$ cat src/rtl/qos_issue_sched.sv
// -----------------------------------------------------------------------------
// qos_issue_sched
//
// Issue scheduler for the 16-entry, ID-indexed QoS transaction tracker.
// Each 4-bit ID owns one slot holding a pending bit, a 3-bit QoS and an
// "offered" bit. One pending request at a time is offered downstream through
// a registered valid/ready port. The offered request is the one with the
// highest effective QoS. Ties are broken round-robin on ID.
//
// Optional feature (compile-time macro QOS_AGING_EN):
//   When defined, each waiting (pending, not offered) slot counts cycles.
//   Every AGE_LIMIT cycles its effective QoS is promoted by one, saturating
//   at 7. When undefined, no counters exist and AGE_LIMIT is ignored.
//
// Handshake rules (both ports):
//   A transfer happens on a rising clk edge where valid && ready are both 1.
//   Request port: req_rdy is combinational and is 1 while slot req_id is free.
//   Issue port: once iss_vld rises, iss_id/iss_qos stay stable until the
//   transfer. iss_vld never drops without a transfer, except on rst.
//
// Ports:
//   clk          clock
//   rst          synchronous, active-high reset
//   req_vld      enqueue request valid
//   req_id[3:0]  slot/ID to enqueue
//   req_qos[2:0] QoS of the request
//   req_rdy      slot req_id is not pending (combinational)
//   iss_vld      issue offer valid (registered)
//   iss_id[3:0]  offered ID (registered)
//   iss_qos[2:0] effective QoS of the offered entry when it was selected
//   iss_rdy      downstream accepts the offer
//   pend_cnt[4:0]     number of pending slots, including the offered one
//   cur_max_qos[2:0]  max effective QoS over pending slots, 0 when none
//   dbg_state[0:0]    scheduler FSM state (0 = IDLE, 1 = OFFER)
// -----------------------------------------------------------------------------
module qos_issue_sched #(
  parameter int AGE_LIMIT = 8
) (
  input  logic       clk,
  input  logic       rst,
  input  logic       req_vld,
  input  logic [3:0] req_id,
  input  logic [2:0] req_qos,
  output logic       req_rdy,
  output logic       iss_vld,
  output logic [3:0] iss_id,
  output logic [2:0] iss_qos,
  input  logic       iss_rdy,
  output logic [4:0] pend_cnt,
  output logic [2:0] cur_max_qos,
  output logic [0:0] dbg_state
);

  localparam logic [0:0] ST_IDLE  = 1'b0;
  localparam logic [0:0] ST_OFFER = 1'b1;

  // ---------------------------------------------------------------------------
  // State
  // ---------------------------------------------------------------------------
  logic [0:0]  state_q, state_d;
  logic [15:0] pend_q, pend_d;
  logic [15:0] offd_q, offd_d;
  logic [2:0]  qos_q [16];
  logic [2:0]  qos_d [16];
  logic [3:0]  rr_ptr_q, rr_ptr_d;
  logic [3:0]  iss_id_q, iss_id_d;
  logic [2:0]  iss_qos_q, iss_qos_d;
  logic [4:0]  cnt_q, cnt_d;
  logic [2:0]  max_q, max_d;

`ifdef QOS_AGING_EN
  localparam int AGE_W = $clog2(AGE_LIMIT + 1);
  logic [AGE_W-1:0] age_q [16];
  logic [AGE_W-1:0] age_d [16];
`else
  // AGE_LIMIT only matters with aging compiled in.
  logic [31:0] unused_age_limit;
  assign unused_age_limit = 32'(AGE_LIMIT);
`endif

  // ---------------------------------------------------------------------------
  // Handshake decode
  // ---------------------------------------------------------------------------
  logic enq;
  logic accept;

  // The slot being issued is still pending this cycle, so an enqueue to it
  // sees req_rdy=0 and is dropped.
  assign req_rdy = ~pend_q[req_id];
  assign enq     = req_vld & req_rdy;
  assign accept  = (state_q == ST_OFFER) & iss_rdy;

  // ---------------------------------------------------------------------------
  // Winner selection
  // Candidates are pending, non-offered slots. The slot being issued is the
  // offered one, so it is never a candidate. A same-cycle enqueue is not
  // pending yet, so it is not a candidate either. On an accept the
  // round-robin base is the ID leaving this cycle, which becomes rr_ptr next.
  // ---------------------------------------------------------------------------
  logic [15:0] cand;
  logic [3:0]  sel_base;
  logic [3:0]  idx;
  logic        win_found;
  logic [3:0]  win_id;
  logic [2:0]  win_qos;

  assign cand     = pend_q & ~offd_q;
  assign sel_base = accept ? iss_id_q : rr_ptr_q;

  always_comb begin
    win_found = 1'b0;
    win_id    = '0;
    win_qos   = '0;
    idx       = '0;
    // Scan in round-robin order. A strict '>' keeps the first ID found among
    // equal-QoS candidates.
    for (int i = 0; i < 16; i++) begin
      idx = sel_base + 4'(i + 1);
      if (cand[idx] && (!win_found || (qos_q[idx] > win_qos))) begin
        win_found = 1'b1;
        win_id    = idx;
        win_qos   = qos_q[idx];
      end
    end
  end

  // ---------------------------------------------------------------------------
  // FSM and slot updates
  // ---------------------------------------------------------------------------
  logic load;

  always_comb begin
    state_d   = state_q;
    pend_d    = pend_q;
    offd_d    = offd_q;
    qos_d     = qos_q;
    rr_ptr_d  = rr_ptr_q;
    iss_id_d  = iss_id_q;
    iss_qos_d = iss_qos_q;
    load      = 1'b0;
`ifdef QOS_AGING_EN
    age_d     = age_q;
`endif

    case (state_q)
      ST_IDLE: begin
        if (win_found) begin
          load    = 1'b1;
          state_d = ST_OFFER;
        end
      end
      ST_OFFER: begin
        if (iss_rdy) begin
          pend_d[iss_id_q] = 1'b0;
          offd_d[iss_id_q] = 1'b0;
          rr_ptr_d         = iss_id_q;
          // Back-to-back issue: the next winner replaces the accepted offer.
          if (win_found) load = 1'b1;
          else           state_d = ST_IDLE;
        end
      end
      default: state_d = ST_IDLE;
    endcase

    if (load) begin
      offd_d[win_id] = 1'b1;
      iss_id_d       = win_id;
      iss_qos_d      = win_qos;
    end

`ifdef QOS_AGING_EN
    // Only waiting slots age. A slot loaded into the offer this cycle keeps
    // the QoS it was selected with, so iss_qos and cur_max_qos agree.
    for (int i = 0; i < 16; i++) begin
      if (cand[i] && !(load && (win_id == 4'(i)))) begin
        if (age_q[i] == AGE_W'(AGE_LIMIT - 1)) begin
          age_d[i] = '0;
          if (qos_q[i] != 3'd7) qos_d[i] = qos_q[i] + 3'd1;
        end else begin
          age_d[i] = age_q[i] + AGE_W'(1);
        end
      end
    end
`endif

    // An enqueued slot was free, so it cannot collide with the issue or
    // aging updates above.
    if (enq) begin
      pend_d[req_id] = 1'b1;
      qos_d[req_id]  = req_qos;
`ifdef QOS_AGING_EN
      age_d[req_id]  = '0;
`endif
    end
  end

  // Status outputs are computed from next state so they are registered
  // views of the post-update slot table.
  always_comb begin
    cnt_d = '0;
    max_d = '0;
    for (int i = 0; i < 16; i++) begin
      cnt_d = cnt_d + 5'(pend_d[i]);
      if (pend_d[i] && (qos_d[i] > max_d)) max_d = qos_d[i];
    end
  end

  // ---------------------------------------------------------------------------
  // Registers
  // ---------------------------------------------------------------------------
  always_ff @(posedge clk) begin
    if (rst) begin
      state_q   <= ST_IDLE;
      pend_q    <= '0;
      offd_q    <= '0;
      rr_ptr_q  <= 4'd15;
      iss_id_q  <= '0;
      iss_qos_q <= '0;
      cnt_q     <= '0;
      max_q     <= '0;
      for (int i = 0; i < 16; i++) begin
        qos_q[i] <= '0;
`ifdef QOS_AGING_EN
        age_q[i] <= '0;
`endif
      end
    end else begin
      state_q   <= state_d;
      pend_q    <= pend_d;
      offd_q    <= offd_d;
      rr_ptr_q  <= rr_ptr_d;
      iss_id_q  <= iss_id_d;
      iss_qos_q <= iss_qos_d;
      cnt_q     <= cnt_d;
      max_q     <= max_d;
      for (int i = 0; i < 16; i++) begin
        qos_q[i] <= qos_d[i];
`ifdef QOS_AGING_EN
        age_q[i] <= age_d[i];
`endif
      end
    end
  end

  // ---------------------------------------------------------------------------
  // Outputs
  // ---------------------------------------------------------------------------
  assign iss_vld     = (state_q == ST_OFFER);
  assign iss_id      = iss_id_q;
  assign iss_qos     = iss_qos_q;
  assign pend_cnt    = cnt_q;
  assign cur_max_qos = max_q;
  assign dbg_state   = state_q;

endmodule
$ cat config.mk
export PLATFORM = sky130hd
export DESIGN_NAME = qos_issue_sched
export DESIGN_NICKNAME = d
export VERILOG_FILES = /design/src/rtl/qos_issue_sched.sv
export SDC_FILE = /design/constraint.sdc
export NUM_CORES = 1
export LEC_CHECK = 0
export ABC_AREA = 1
export CORE_ASPECT_RATIO = 0.8
export CORE_UTILIZATION = 66
export CTS_BUF_LIST = sky130_fd_sc_hd__clkbuf_2
export DETAILED_ROUTE_END_ITERATION = 16
export PLACE_DENSITY = 0.84
export SYNTH_ARGS = -nofsm -noshare
export SYNTH_HDL_FRONTEND = slang
export SYNTH_SLANG_ARGS = --single-unit
export TNS_END_PERCENT = 20
$ cat constraint.sdc
create_clock -name clk -period 37.6 [get_ports clk]
set_input_delay 11.28 -clock clk [delete_from_list [all_inputs] [get_ports clk]]
set_output_delay 11.28 -clock clk [all_outputs]
set_load 0.05 [all_outputs]
# After elaboration in Yosys (flattened, before gate mapping)
# Index checks and enable logic that the tools add are counted.
# op_classes
multipliers,0
reduce_logical,66
mux,168
n_shift,0
n_addsub,30
n_lt_le_gt_ge,71
div_mod_pow,0
eq_ne,0
n_bitwise,28
# op_table
op,n
two-way mux 3 bit,65
binary-select mux 3 bit (select 4 bit),16
two-way mux 16 bit,6
less-than comparator 4 x 5 -> 1 bit (second input constant),19
> comparator 3 bit,30
greater-or-equal comparator 5 bit (second input constant),17
NOT 4 -> 5 bit,17
binary-select mux 1 bit (select 4 bit),17
two-way mux 4 bit,17
adder 5 x 1 -> 5 bit,11
AND 16 bit,3
bitwise mux 48 bit,1
two-way mux 48 bit,1
two-way mux 1 bit,39
logical AND 1 bit,35
adder 4 bit (second input constant),8
NOT 16 bit,2
OR 16 bit,2
adder 4 x 3 -> 4 bit (second input constant),4
logical NOT 1 bit,15
logical OR 1 bit,15
demux 1 bit (select 4 bit),3
demux 3 bit (select 4 bit),1
greater-or-equal comparator 4 x 1 -> 1 bit (second input constant),3
other kinds (12),16
# word_totals
input_bits,11
ramBits,0
reg_bits,100
latchBits,0
romBits,0
output_inout_bits,18
mem_count,0

# Depth between registers and ports, before layout
# Gate-level depths: netlist (run 1).
# depth
word_depth,74
ltp_mapped,169
depth_no_buf,155

# Worst setup path after synthesis (run 1)
# OpenSTA, ideal clock, no wires.
# synth_timing
kind,input -> register
from,input port iss_rdy
to,register offd_q[10]
arrival_time_ns,30.254
stages,162
setup_ns,0.070
slack_ns,7.275
path_cell_list,buf_2 -> nand3_2 -> nand2_1 -> buf_2 -> buf_2 -> buf_2 -> ha_1 -> inv_1 -> nand2_1 -> nand2_1 -> inv_1 -> buf_2 -> buf_1 -> nand3_1 -> nand3_1 -> nand2_1 -> inv_1 -> nand2_1 -> [... 126 more ...] -> inv_1 -> nand2_1 -> and2_1 -> ha_1 -> a21oi_1 -> o21ai_0 -> nand2_1 -> nand2_1 -> nand2_1 -> buf_6 -> nand2_1 -> nand2_1 -> nand2_1 -> inv_2 -> nand2_2 -> a21oi_2 -> nand3_1 -> a21oi_1
# synth_via
elab_chain_len,74
word_cells_on_any_way,232
classes_between,add/sub (15); order compare (17); mux (136); bitwise (18); reduce/logical (46)
# synth_rtl
element,line,rtl
from (decl),48,"input logic iss_rdy,"
AND 1 bit,91,assign accept = (state_q == ST_OFFER) & iss_rdy;
two-way mux 4 bit,108,assign sel_base = accept ? iss_id_q : rr_ptr_q;
adder 4 x 1 -> 4 bit,118,idx = sel_base + 4'(i + 1);
NOT 4 -> 5 bit (not written as such),122,win_qos = qos_q[idx];
binary-select mux 3 bit (select 4 bit),122,
two-way mux 3 bit (not written as such) (2 in a row),122,
two-way mux 3 bit,119,if (cand[idx] && (!win_found || (qos_q[idx] > win_qos))) begin
> comparator 3 bit,119,
[... 57 more ...],--,
logical AND 1 bit,119,
two-way mux 4 bit,119,
less-than comparator 4 x 5 -> 1 bit (not written as such) or greater-or-equal comparator 4 x 1 -> 1 bit (tied branches),166,offd_d[win_id] = 1'b1;
logical AND 1 bit (not written as such),166,
two-way mux 1 bit (not written as such),166,
demux 1 bit (select 4 bit),166,
OR 16 bit (no line),--,
two-way mux 16 bit *,165,if (load) begin
to (signal assigned),215,offd_q <= '0;
to (signal assigned),230,offd_q <= offd_d;
to (decl),62,"logic [15:0] offd_q, offd_d;"
# Mark *: on every way between the ends. The rest lies on a longest branch, timed or not. The select of a mux whose other input is x is not followed.
# A chain may end at the register's enable or synchronous reset.

# Worst setup path after layout (run 1)
# layout_timing
from,input port iss_rdy
to,register offd_q[13]
# Same word-level chain as after synthesis.

==> results of run 1 <==
-- synth_stat cells (2+ instances only) --
cell type	instances
inv_2	12
dfxtp_1	100
and2_1	45
a21oi_1	68
buf_1	10
nand2_2	5
a21oi_2	3
a22oi_1	4
o22ai_1	2
buf_6	5
clkbuf_1	45
and2_0	2
o21ai_1	10
a211oi_1	13
buf_2	14
nor2_1	158
or2_2	17
nor2_2	6
nand3_2	6
a31oi_1	20
xor2_2	5
o21a_1	2
nand2_1	728
clkinv_1	3
o21ai_2	6
o211ai_1	4
nand3_1	288
mux2i_1	28
nor3_1	7
ha_1	101
inv_1	296
o21ai_0	174
fa_1	10
and3_1	2
nand3b_1	2
-- state kept, by name, indices dropped and copies added (netlist names) --
name	cells
qos_q	48
dbg_state	1
iss_qos	3
cur_max_qos	3
pend_cnt	5
rr_ptr_q	4
iss_id	4
pend_q	16
offd_q	16
-- worst register-to-register path: cells and delay by family, from the launching register on --
family / cells / cell delay [ns]
buf+inv: 14 / 2.52
simple gates: 90 / 12.04
fa+ha+maj: 16 / 4.70
compound gates: 26 / 3.24
flops: 1 / 0.61
-- final cells by class --
class                   instances  area share [%]
flip-flops and latches        100            15.5
inverters                     311            9.03
repair buffers                 39            2.77
clock buffers                   9           0.348
multi-input cells            1728            69.3
clock inverters                 7           0.658
well taps                     253            2.45
-- stage by stage --
step | utilization, % | instance area [um2] | hold slack (ns)
2_1_floorplan | - | 12500 | 0.439
3_3_place_gp | 69.8 | 12800 | 0.450
3_5_place_dp | 69.8 | 12800 | 0.459
4_1_cts | 70.5 | 12900 | 0.486
5_1_grt | 70.5 | 12900 | 0.501
6_report | 70.5 | 12900 | 0.485
-- cell usage in the layout, fill, tap and decap left out, types with 7 or more instances in the layout --
cell type,instances
fa_1,10
a21oi_1,68
nand2_1,727
o21ai_1,10
buf_4,11
and2_1,45
inv_1,296
nor3_1,7
dfxtp_1,100
or2_2,17
inv_2,12
clkdlybuf4s50_1,27
ha_1,101
o21ai_0,174
nand3_1,288
nor2_1,158
a211oi_1,13
mux2i_1,28
a31oi_1,20
clkbuf_2,9
-- metal layers --
metal | share of wire [%] | track usage, % | up-vias
li1 | - | - | 7044
met1 | 43 | 62.3 | 6539
met2 | 40 | 64.2 | 870
met3 | 14 | 11.6 | 123
met4 | 3.0 | 13.0 | 0
met5 | 0 | 0 | -
-- worst max path at each step --
stage / start / endpoint / depth (start not counted)
6_report: iss_rdy / offd_q[13] / 147
5_1_grt: iss_rdy / offd_q[13] / 149
4_1_cts: iss_rdy / offd_q[13] / 147
3_5_place_dp: iss_rdy / offd_q[13] / 147
3_3_place_gp: iss_rdy / offd_q[13] / 149
2_1_floorplan: iss_rdy / offd_q[10] / 162
-- logic make-up (layout without fill, tap and decap cells) --
kind of cell	after synthesis	after routing	synth area share (%)
simple gates	1272	1272	43.4
mux	28	28	2.25
flops	100	100	16.1
buf+inv	386	366	12.1
compound gates	310	310	13.6
fa+ha+maj	111	111	11.7
xor+xnor	7	7	0.853
==> impl_results.md, run 1 <==
* Status: completed
* Core region area at 18,300 um2
* Multi-input logic area at 8960 um2
* Final Cycle Share at 90.1%
* HP Class: flop to flop
* Fill count at 1,665
* Setup Buffers After CTS at 0
* Synth cell types at 48
* Global-route wire length before repair at 67,000 um
* CTS tree: yes
* Tot GR Track Use at 43.8%
* Synth area leader: nand2_1
* Final setup TNS at 0 ns
* Post-CTS Hold Fix Bufs at 0
* Register Area at 2000 um2
* Share of layout cells above drive strength 1 at 4.28%
* First-pass iteration count of the detailed router at 10
* Vias in the first global route at 13.1k
* Largest cells by area after synthesis: nand2_1, dfxtp_1, nand3_1
* Synth Flop Type: dfxtp_1
* RSZ-0062 raised after global routing: false
* Hold Vio Cnt, Final at 0
* Flops & latches, synth at 100
* CP delay by family, top: simple AND/OR/NAND/NOR gates
* Worst r2r dst: offd_q[13]
* Die ar. at 19,400 um2
* Post-Place Cells at 2,431
* Final clock skew at 0.0672 ns
* Sink Count at 100
* Mean post-synth cell area at 5.63 um2
* Synthesized cell area at 12,500 um2
* Slowest stage delay, CP at 0.68 ns
* Htree depth at 3
* Ant diodes at 0
* Worst Path Max Fanout at 22
* Post-synth EDFFs at 0
* Die X at 156 um
* Largest net degree at the start of global routing at 89
* Clk buf depth at 2
* Worst setup EP type: flop
* Worst Setup Path Type: input pin to flop
* Rows at 44
* GPL Wtd Cong at 1.07
* Seq/Total Area, Yosys at 16.1%
* Clk_lat worst skew at 0.65 ns
* HPWL after DPL at 34,300 um
* Final nets at 2,311
* CTS Buf Count at 9
* Crit path buf inv count at 15
* IO Pins at 29
* Crit-path most repeated cell: nand2_1
* CTS root buf: clkbuf_2
* Slew headroom at 36.3%
* Reg clk slew, reported paths at 0.26 ns
* Vias per cell at 5.96
* Post_cts resized at 0
* Slowest CP cell: clkdlybuf4s50_1
* Worst slew pin tran at 0.953 ns
* Synth async-reset ratio at 0%
* Max Freq at 29.5 MHz
* HP Start: offd_q[13]
* Synth top area share at 21.9%
* Hold endpoint: offd_q[13]
* Post-route ant nets at 0
* DR iter-0 viols at 2,185
* Setup Viol. Count Final at 0
* WP data required at 38.15 ns
* Synth warnings at 0
* Wirelength, routed at 42,100 um
* Fin crit period at 33.87 ns
* Setup WS post-layout at 3.73 ns
* Mapped Nets at 2,336
* Maxcap violations at 0
* Critical Path AT at 34.42 ns
* GRT overflow at 0
* Kind of start point of the critical path: input pin
* Initial antenna violation count at 0
* Routed vias at 14.6k
* Die Y at 125 um
* R2R Setup Slk at 14.46 ns
* Non-Filler Instances at 2,447
* Initial Util at 68.0%
* R2r startpoint: dbg_state
* Pre-CTS setup slack at 3.65 ns
* Hold Path Cell Cnt at 2
* I/O Buffers at 28
* DRC at 0
* Area delta synth->final at 3.74%
* Slew Limit Fails at 0
* R2R depth at 146
* DR WL/cell at 17.2 um
* Synth Instances at 2,214
Power of run 1 is left out: the tool's default activity adds up to more than one toggle a clock period on the data nets, which glitch-free logic cannot reach.
==> run 2, diff against run 1 <==
--- a/config.mk
+++ b/config.mk
@@ -12,2 +12,3 @@
 export DETAILED_ROUTE_END_ITERATION = 16
+export GPL_TIMING_DRIVEN = 0
 export PLACE_DENSITY = 0.84
==> constraint.sdc (replaced) <==
create_clock -name clk -period 37.6 [get_ports clk]
set_input_delay 3.76 -clock clk [delete_from_list [all_inputs] [get_ports clk]]
set_output_delay 3.76 -clock clk [all_outputs]
set_load 0.05 [all_outputs]
==> run 2 against run 1 <==
  * Sequential cell count is the same
  * Maximum frequency grew 27%
  * Critical path type unchanged
  * First-iteration DRC count grew 8.3%
  * Worst setup slack gained 7.1 ns
  * Wire length grew 7.0%
  * Core utilization grew 1.3 points
  * Global-route usage grew 2.9 points
  * Via count grew 3.8%
  * Die area is the same
  * Clock skew shrank 0.012 ns
  * Critical endpoint is now offd_q[10]
  * Non-clock buffer count grew 62
  * Clock-buffer cell count is the same
==> impl_results.md, run 2 (synthesis results as in run 1) <==
* Post_cts resized at 0 (unchanged)
* Post-route ant nets at 0 (unchanged)
* Initial antenna violation count at 0 (unchanged)
* DR iter-0 viols at 2,367 (+8.3%)
* Tot GR Track Use at 46.7% (+2.9 points)
* Sink Count at 100 (unchanged)
* Slew Limit Fails at 0 (unchanged)
* Initial Util at 68.0% (unchanged)
* Post-CTS Hold Fix Bufs at 0 (unchanged)
* Most common cell after layout, fill and taps aside: nand2_1
* Max FFs per register at 48 (unchanged)
* HPWL after DPL at 37,700 um (+10%)
* CP delay by family, top: simple AND/OR/NAND/NOR gates
* DR WL/cell at 17.9 um (+4.3%)
* Kind of start point of the critical path: input pin
* Worst slew pin tran at 0.978 ns (+0.0247 ns)
* Worst setup EP type: flop
* Rows at 44 (unchanged)
* Die X at 156 um (unchanged)
* GPL Wtd Cong at 1.22 (+14%)
* Maxcap violations at 0 (unchanged)
* WP data required at 38.19 ns (+0.04 ns)
* Global-route wire length before repair at 70,200 um (+4.7%)
* Core region area at 18,300 um2 (unchanged)
* Setup WS post-layout at 10.87 ns (+7.14 ns)
* Pre-CTS setup slack at 10.85 ns (+7.20 ns)
* Post-Place Cells at 2,493 (+2.6%)
* Final nets at 2,373 (+2.7%)
* Area delta synth->final at 5.63%
* CTS tree: yes
* Worst Setup Path Type: input pin to flop
* Share of layout cells above drive strength 1 at 4.48% (+0.19 points)
* Die ar. at 19,400 um2 (unchanged)
* Die Y at 125 um (unchanged)
* Slew headroom at 34.1% (-2.2 points)
* First-pass iteration count of the detailed router at 8 (-2)
* DRC at 0 (unchanged)
* CTS root buf: clkbuf_2
* GRT overflow at 0 (unchanged)
* Largest regs: qos_q x48, offd_q x16, pend_q x16
* Hold Vio Cnt, Final at 0 (unchanged)
* Ant diodes at 0 (unchanged)
* Vias in the first global route at 13.6k (+3.7%)
* CTS Buf Count at 9 (unchanged)
* Non-Filler Instances at 2,509 (+2.5%)
* Fill count at 1,683 (+1.1%)
* Crit path buf inv count at 30 (+15)
* Slowest stage delay, CP at 0.48 ns (-0.20 ns)
* Vias per cell at 6.03 (+1.3%)
* Critical Path AT at 27.32 ns (-7.10 ns)
* Most frequent cells in the layout: nand2_1, inv_1, nand3_1
* Wirelength, routed at 45,000 um (+7.0%)
* Biggest register: qos_q
* Setup Buffers After CTS at 0 (unchanged)
* Final Cycle Share at 71.1% (-19 points)
* RSZ-0062 raised after global routing: false
* Routed vias at 15.1k (+3.8%)
* Clk buf depth at 2 (unchanged)
* Final clock skew at 0.0548 ns (-0.0124 ns)
* Final setup TNS at 0 ns (unchanged)
* Fin crit period at 26.73 ns (-7.14 ns)
* Slowest CP cell: buf_1
* Largest net degree at the start of global routing at 19 (-79%)
* Htree depth at 3 (unchanged)
* Crit-path most repeated cell: nand2_1
* Clk_lat worst skew at 0.65 ns (about the same)
* Max Freq at 37.4 MHz (+27%)
* HP Class: flop to flop
* Reg clk slew, reported paths at 0.31 ns (+0.05 ns)
* I/O Buffers at 26 (-7.1%)
* Status: completed
* IO Pins at 29 (unchanged)
* Worst Path Max Fanout at 10 (-55%)
* Setup Viol. Count Final at 0 (unchanged)
==> run 2: routing by layer <==
layer	up-vias	track usage (%)	part of all wire [%]
met5	-	0	0.024
met2	1052	68.5	40
li1	7168	-	-
met1	6773	64.5	41
met3	140	15.2	16
met4	2	14.1	3.0
==> run 2: area by class of cell <==
type                    count  area [um2]  share of cell area (%)
well taps                 253         317                    2.40
flip-flops and latches    100        2000                    15.2
clock inverters             7        80.1                   0.608
repair buffers             26         260                    1.98
multi-input cells        1728        8950                    68.0
inverters                 311        1170                    8.87
plain buffers              75         340                    2.59
clock buffers               9        45.0                   0.342
==> run 2: stage by stage <==
| step | area, um2 | util, % | hold WS (ns) |
|---|---|---|---|
| after global routing | 13200 | 71.8 | 0.496 |
| after global placement | 13000 | 71.1 | 0.448 |
| after detailed placement | 13000 | 71.1 | 0.459 |
| after floorplan | 12500 | - | 0.439 |
| after CTS | 13200 | 71.8 | 0.488 |
| final | 13200 | 71.8 | 0.487 |
==> run 2: worst register-to-register path: cells and delay by family (launching register included) <==
kind / cells / cell delay, ns
AO/OA/AOI/OAI: 27 / 3.37
adder cells (fa/ha/maj): 16 / 4.32
buffers and inverters: 29 / 5.57
flip-flops: 1 / 0.61
AND/OR/NAND/NOR: 90 / 10.09
==> run 2: final timing paths <==
kind / start / slack [ns] / end / cells after the start
min: iss_qos[1] / 0.49 / iss_qos[1] / 2
max: iss_rdy / 10.87 / offd_q[10] / 163
min reg2reg: iss_qos[1] / 0.49 / iss_qos[1] / 2
max reg2reg: dbg_state / 13.55 / offd_q[10] / 162
Power of run 2 is left out for the same reason.
